`src/rtl/pwm_len_pkg.sv`:
```
// Shared constants, FSM encoding and a saturating increment for the PWM
// length generator/capture pair.
package pwm_len_pkg;

  localparam int PWM_LEN_W       = 16;
  localparam int PWM_CLK_DIV_DEF = 50;
  localparam int PWM_PERIOD_US   = 10000;

  typedef enum logic [1:0] {
    IDLE = 2'd0,
    HIGH = 2'd1,
    LOW  = 2'd2
  } pwm_state_t;

  // Microsecond counters stick at all-ones rather than wrapping.
  function automatic logic [PWM_LEN_W-1:0] sat_inc(input logic [PWM_LEN_W-1:0] v,
                                                   input logic                 en);
    logic [PWM_LEN_W-1:0] r;
    r = v;
    if (en && (v != {PWM_LEN_W{1'b1}})) r = v + PWM_LEN_W'(1);
    return r;
  endfunction

endpackage

```
`src/rtl/us_tick_gen.sv`:
```
// Microsecond prescaler: one-cycle tick every CLK_DIV clocks, restartable
// through clr so a measurement can be phase-aligned to an input edge.
module us_tick_gen #(
  parameter int CLK_DIV = 50
) (
  input  logic clk,
  input  logic rst_n,
  input  logic clr,
  output logic tick
);

  localparam int            CW   = (CLK_DIV > 1) ? $clog2(CLK_DIV) : 1;
  localparam logic [CW-1:0] LAST = CW'(CLK_DIV - 1);

  logic [CW-1:0] cnt;

  always_ff @(posedge clk) begin
    if (!rst_n || clr)     cnt <= '0;
    else if (cnt == LAST)  cnt <= '0;
    else                   cnt <= cnt + CW'(1);
  end

  assign tick = (cnt == LAST);

endmodule

```
`src/rtl/pwm_len_capture.sv`:
```
// Measures high time and rise-to-rise period of a PWM input in microseconds.
// Define PWM_LEN_CAPTURE_FILTER_EN to insert a FILTER_CYC-sample glitch filter.
module pwm_len_capture
  import pwm_len_pkg::*;
#(
  parameter int CLK_DIV    = PWM_CLK_DIV_DEF,
  parameter int TIMEOUT_US = 25000,
  parameter int FILTER_CYC = 4
) (
  input  logic                 clk0,
  input  logic                 rst_n,
  input  logic                 pwm_in,
  output logic [PWM_LEN_W-1:0] length,
  output logic                 length_valid,
  output logic [PWM_LEN_W-1:0] period,
  output logic                 period_valid,
  output logic                 timeout
);

`ifdef PWM_LEN_CAPTURE_FILTER_EN
  localparam bit FILTER_EN = 1'b1;
`else
  localparam bit FILTER_EN = 1'b0;
`endif

  // Edges produced while the pipeline still holds reset zeros are not real.
  localparam int PRIME_CYC = 4 + (FILTER_EN ? FILTER_CYC : 0);
  localparam int PCW       = $clog2(PRIME_CYC + 1);
  localparam logic [PWM_LEN_W-1:0] TO_LAST = PWM_LEN_W'(TIMEOUT_US - 1);

  logic           sync1, sync2, lvl, lvl_d;
  logic           rise_q, fall_q;
  logic [PCW-1:0] prime_cnt;
  logic           primed, rise_acc, fall_acc, edge_acc, tick, timeout_hit;
  pwm_state_t     state;
  logic [PWM_LEN_W-1:0] high_cnt, per_cnt;

  always_ff @(posedge clk0) begin
    if (!rst_n) begin
      sync1 <= 1'b0;
      sync2 <= 1'b0;
    end else begin
      sync1 <= pwm_in;
      sync2 <= sync1;
    end
  end

`ifdef PWM_LEN_CAPTURE_FILTER_EN
  localparam int FCW = $clog2(FILTER_CYC + 1);
  logic [FCW-1:0] filt_cnt;
  logic           filt;

  always_ff @(posedge clk0) begin
    if (!rst_n) begin
      filt     <= 1'b0;
      filt_cnt <= '0;
    end else if (sync2 != filt) begin
      if (filt_cnt == FCW'(FILTER_CYC - 1)) begin
        filt     <= sync2;
        filt_cnt <= '0;
      end else begin
        filt_cnt <= filt_cnt + FCW'(1);
      end
    end else begin
      filt_cnt <= '0;
    end
  end

  assign lvl = filt;
`else
  assign lvl = sync2;
`endif

  always_ff @(posedge clk0) begin
    if (!rst_n) begin
      lvl_d     <= 1'b0;
      rise_q    <= 1'b0;
      fall_q    <= 1'b0;
      prime_cnt <= '0;
    end else begin
      lvl_d  <= lvl;
      rise_q <= lvl & ~lvl_d;
      fall_q <= ~lvl & lvl_d;
      if (!primed) prime_cnt <= prime_cnt + PCW'(1);
    end
  end

  assign primed      = (prime_cnt == PCW'(PRIME_CYC));
  assign rise_acc    = rise_q & primed;
  assign fall_acc    = fall_q & primed & (state == HIGH);
  assign edge_acc    = rise_acc | fall_acc;
  assign timeout_hit = tick & (per_cnt >= TO_LAST);

  us_tick_gen #(.CLK_DIV(CLK_DIV)) u_tick (
    .clk   (clk0),
    .rst_n (rst_n),
    .clr   (edge_acc),
    .tick  (tick)
  );

  // The pending tick is folded into captured values so the result is
  // floor(cycles / CLK_DIV) even when the edge lands on a tick boundary.
  always_ff @(posedge clk0) begin
    if (!rst_n) begin
      state        <= IDLE;
      length       <= '0;
      period       <= '0;
      length_valid <= 1'b0;
      period_valid <= 1'b0;
      timeout      <= 1'b0;
      high_cnt     <= '0;
      per_cnt      <= '0;
    end else begin
      length_valid <= 1'b0;
      period_valid <= 1'b0;
      high_cnt     <= sat_inc(high_cnt, tick);
      per_cnt      <= sat_inc(per_cnt, tick);
      case (state)
        IDLE: begin
          if (rise_acc) begin
            high_cnt <= '0;
            per_cnt  <= '0;
            timeout  <= 1'b0;
            state    <= HIGH;
          end
        end
        HIGH: begin
          if (fall_acc) begin
            length       <= sat_inc(high_cnt, tick);
            length_valid <= 1'b1;
            state        <= LOW;
          end else if (timeout_hit) begin
            timeout <= 1'b1;
            state   <= IDLE;
          end
        end
        LOW: begin
          if (rise_acc) begin
            period       <= sat_inc(per_cnt, tick);
            period_valid <= 1'b1;
            high_cnt     <= '0;
            per_cnt      <= '0;
            state        <= HIGH;
          end else if (timeout_hit) begin
            timeout <= 1'b1;
            state   <= IDLE;
          end
        end
        default: state <= IDLE;
      endcase
    end
  end

endmodule

```
`config.mk`:
```
export PLATFORM = sky130hd
export DESIGN_NAME = pwm_len_capture
export DESIGN_NICKNAME = d
export VERILOG_FILES = /design/src/rtl/pwm_len_pkg.sv /design/src/rtl/us_tick_gen.sv /design/src/rtl/pwm_len_capture.sv
export SDC_FILE = /design/constraint.sdc
export NUM_CORES = 1
export LEC_CHECK = 0
export CAP_MARGIN = 30
export CORE_MARGIN = 4
export CORE_UTILIZATION = 55
export DETAILED_ROUTE_END_ITERATION = 6
export PLACE_DENSITY = 0.78
export SLEW_MARGIN = 20
export SYNTH_ARGS = -nofsm -noshare
export SYNTH_HDL_FRONTEND = slang
export SYNTH_HIERARCHICAL = 1
export SYNTH_SLANG_ARGS = --single-unit
```
`constraint.sdc`:
```
create_clock -name clk0 -period 2.6 [get_ports clk0]
set_input_delay 0.26 -clock clk0 [delete_from_list [all_inputs] [get_ports clk0]]
set_output_delay 0.26 -clock clk0 [all_outputs]
set_load 0.005 [all_outputs]
```
==> qor.csv <==
metric,value,unit
First DRT Iteration DRCs,173,
Root Buffer,clkbuf_8,
TritonCTS Buffers,9,
DP Wirelength,5.001,mm
Synth Net Count,415,
final hold vios,0,
Netlist Area Pre-Place,0.003476,sq mm
"Top FF cell, synth",dfxtp_1,
Leak,0.001517,uW
clock buffer depth,2,
DR top layer,met4,
Skew-Pair Late Insertion Delay,0.35,ns
area delta synth->final,19.98,%
Final nets,453,
Syn Inst Count,401,
routed vias,2891,
depth of the most critical reg-to-reg path,9,
met1 WL,3.644,mm
Clock Skew,0.01151,ns
CTS Sinks,83,
routed wl met2,3.241,mm
"Seq/Total Area, Yosys",47.80,%
"commonest non-fill, non-tap cell in the layout",dfxtp_1,
total track usage,20.65,%
Worst Path Max Fanout,10,
wire length of the first global-routing pass,12.65,mm
vias per cell,5.570,
number of synthesized flops with an enable pin,0,
gr ovfl total,0,
Final GP Congestion,0.9703,
Post-Route WL,7.429,mm
Port Buffers,37,
postcts setup bufs,0,
maximum vdd drop,485.8,uV
crit start category,flop,
minimum clock period,2.221,ns
Final ANT Viol Nets,0,
ys async rst share,0,%
routed length per instance,14.31,microns
initial antenna violation count,0,
Die W,87.50,microns
worst hold slack,0.4193,ns
post-cts hold buffer count,0,
FILL cells,492,
Max Cap Viol,0,
DRC,0,
Hold Path Depth,1,
unrepaired setup endpoints after global routing,no,
FF-to-FF Start,u_tick/cnt[0]$_SDFF_PP0_,
"Req. time, crit path",2.83,ns
"Reg clk slew, reported paths",0.08,ns
setup slack after layout,0.3795,ns
H-tree levels,3,
"Setup violations, final",0,
"Avg Cell Area, Syn",8.668,sq um
largest net degree at the start of global routing,33,
WHS Endpoint,rise_q$_SDFF_PN0_,
Rows,28,
Yosys reg bits,83,
I/O pin cnt,38,
layout cell share with drive strength beyond 1,7.207,%
Max-slew headroom,67.07,%
Die ar.,0.007655,sq mm
setup TNS,0,ns
vias in the first global route,2782,
worst hold path class,reg -> reg,
Worst Tran Pin Value,0.4907,ns
pre-CTS WS,0.4667,ns
Core ar.,0.006026,sq mm
max-slew violations,0,
Worst EP arrival,2.45,ns
Chip Height,87.50,microns
post-cts resize count,0,
Reg2Reg Capture Point,length[7]$_SDFFE_PN0P_,
fmax,450.3,MHz
min-delay src,lvl_d$_SDFF_PN0_,
Setup CP Type,reg -> reg,
initial core utilization,57.68,%
"commonest cells after routing, fill and taps aside","dfxtp_1, nor2_1, clkdlybuf4s50_1",
final core occ,69.21,%
pwr dens,595.8,mW/mm^2
Worst setup EP type,flop,
Antenna diodes,0,
outcome,"complete, no violations",
DR pass1 iterations,4,
Synth cell types,42,
length of routed met3 wiring,422,microns
TritonCTS clock tree,built,
FF-to-FF setup slack,0.38,ns
Tcrit/Tclk final,85.40,%
synth warn,6,
-- logic make-up (layout without fill, tap and decap cells) --
family	Yosys count	after routing	share of synthesized area (%)
buffers and inverters	30	73	3.564
AOI/OAI and AO/OA	86	86	14.08
xor gates and xnor gates	29	29	7.307
and+or+nand+nor	158	158	22.14
DFF	83	83	47.80
adders and majority gates	11	11	3.960
muxes	4	4	1.152
-- metal layers --
layer,vias to the layer above,track usage [%]
met3,12,4.730
met1,1301,28.99
met2,100,31.03
li1,1478,-
met4,0,7.252
met5,-,0
-- synthesized netlist by cell type (all sizes together), types with 5 or more instances --
library cell	number	area [sq um]
a211oi	5	37.54
and3	5	31.28
nor2	60	225.2
nand2	26	105.1
dfxtp	83	1662
a21oi	36	183.9
nand3	19	105.1
xnor2	6	52.55
nand4	18	118.9
ha	11	137.6
inv	13	48.80
clkbuf	13	48.80
xor2	23	201.4
o21ai	31	155.1
nor4	6	37.54
and2	5	31.28
nor3	7	35.03
-- how the worst max path moves through the flow --
stage	from	end	cells after the start
global route	u_tick/cnt[0]$_SDFF_PP0_	length[7]$_SDFFE_PN0P_	9
CTS	u_tick/cnt[0]$_SDFF_PP0_	period[15]$_SDFFE_PN0P_	8
detailed placement	u_tick/cnt[0]$_SDFF_PP0_	period[15]$_SDFFE_PN0P_	8
global placement	u_tick/cnt[0]$_SDFF_PP0_	period[15]$_SDFFE_PN0P_	8
floorplan	prime_cnt[0]$_SDFFE_PN0P_	timeout$_SDFFE_PN0P_	7
finish	u_tick/cnt[0]$_SDFF_PP0_	length[7]$_SDFFE_PN0P_	9
-- power by group --
| group | internal [uW] | leakage, uW | total, uW | switching [uW] |
|---|---|---|---|---|
| logic | 23.7 | 0.000724 | 63.9 | 40.3 |
| clock network | 666 | 0.000123 | 1130 | 459 |
| registers | 1280 | 0.000670 | 1300 | 12.9 |
| total | 1970 | 0.00152 | 2480 | 513 |
-- worst max-delay path, stage by stage, from the launching register on --
cell and delay (ns):
dfxtp_1 0.41, ha_1 0.17, nand4b_1 0.13, nor2_1 0.21
buf_4 0.21, nand4_1 0.14, nor2_1 0.32, nand4_1 0.17
xor2_1 0.25, a21oi_1 0.10
-- stage by stage --
step                      area (sq um)  total power, uW  std cells
final                             4170             2485        519
after CTS                         4170             2509        519
after floorplan                   3476             1372        401
after global placement            3921             1386        503
after detailed placement          3921             1390        503
after global routing              4170             2567        519
-- registers in the layout (all words and copies together), names as in the netlist, 2 cells and up --
signal and cells:
high_cnt 16, length 16, per_cnt 16, period 16, u_tick/cnt 6, prime_cnt 3, state 2
-- final cells by class --
| type | count | area [sq um] | area share [%] |
|---|---|---|---|
| clock buffers | 10 | 137.6 | 3.300 |
| clock inverters | 6 | 111.4 | 2.670 |
| inverters | 13 | 48.80 | 1.170 |
| multi-input cells | 288 | 1694 | 40.62 |
| flip-flops and latches | 83 | 1662 | 39.84 |
| well taps | 75 | 93.84 | 2.250 |
| repair buffers | 44 | 422.9 | 10.14 |
No activity file was read; power rests on OpenSTA's default activity.
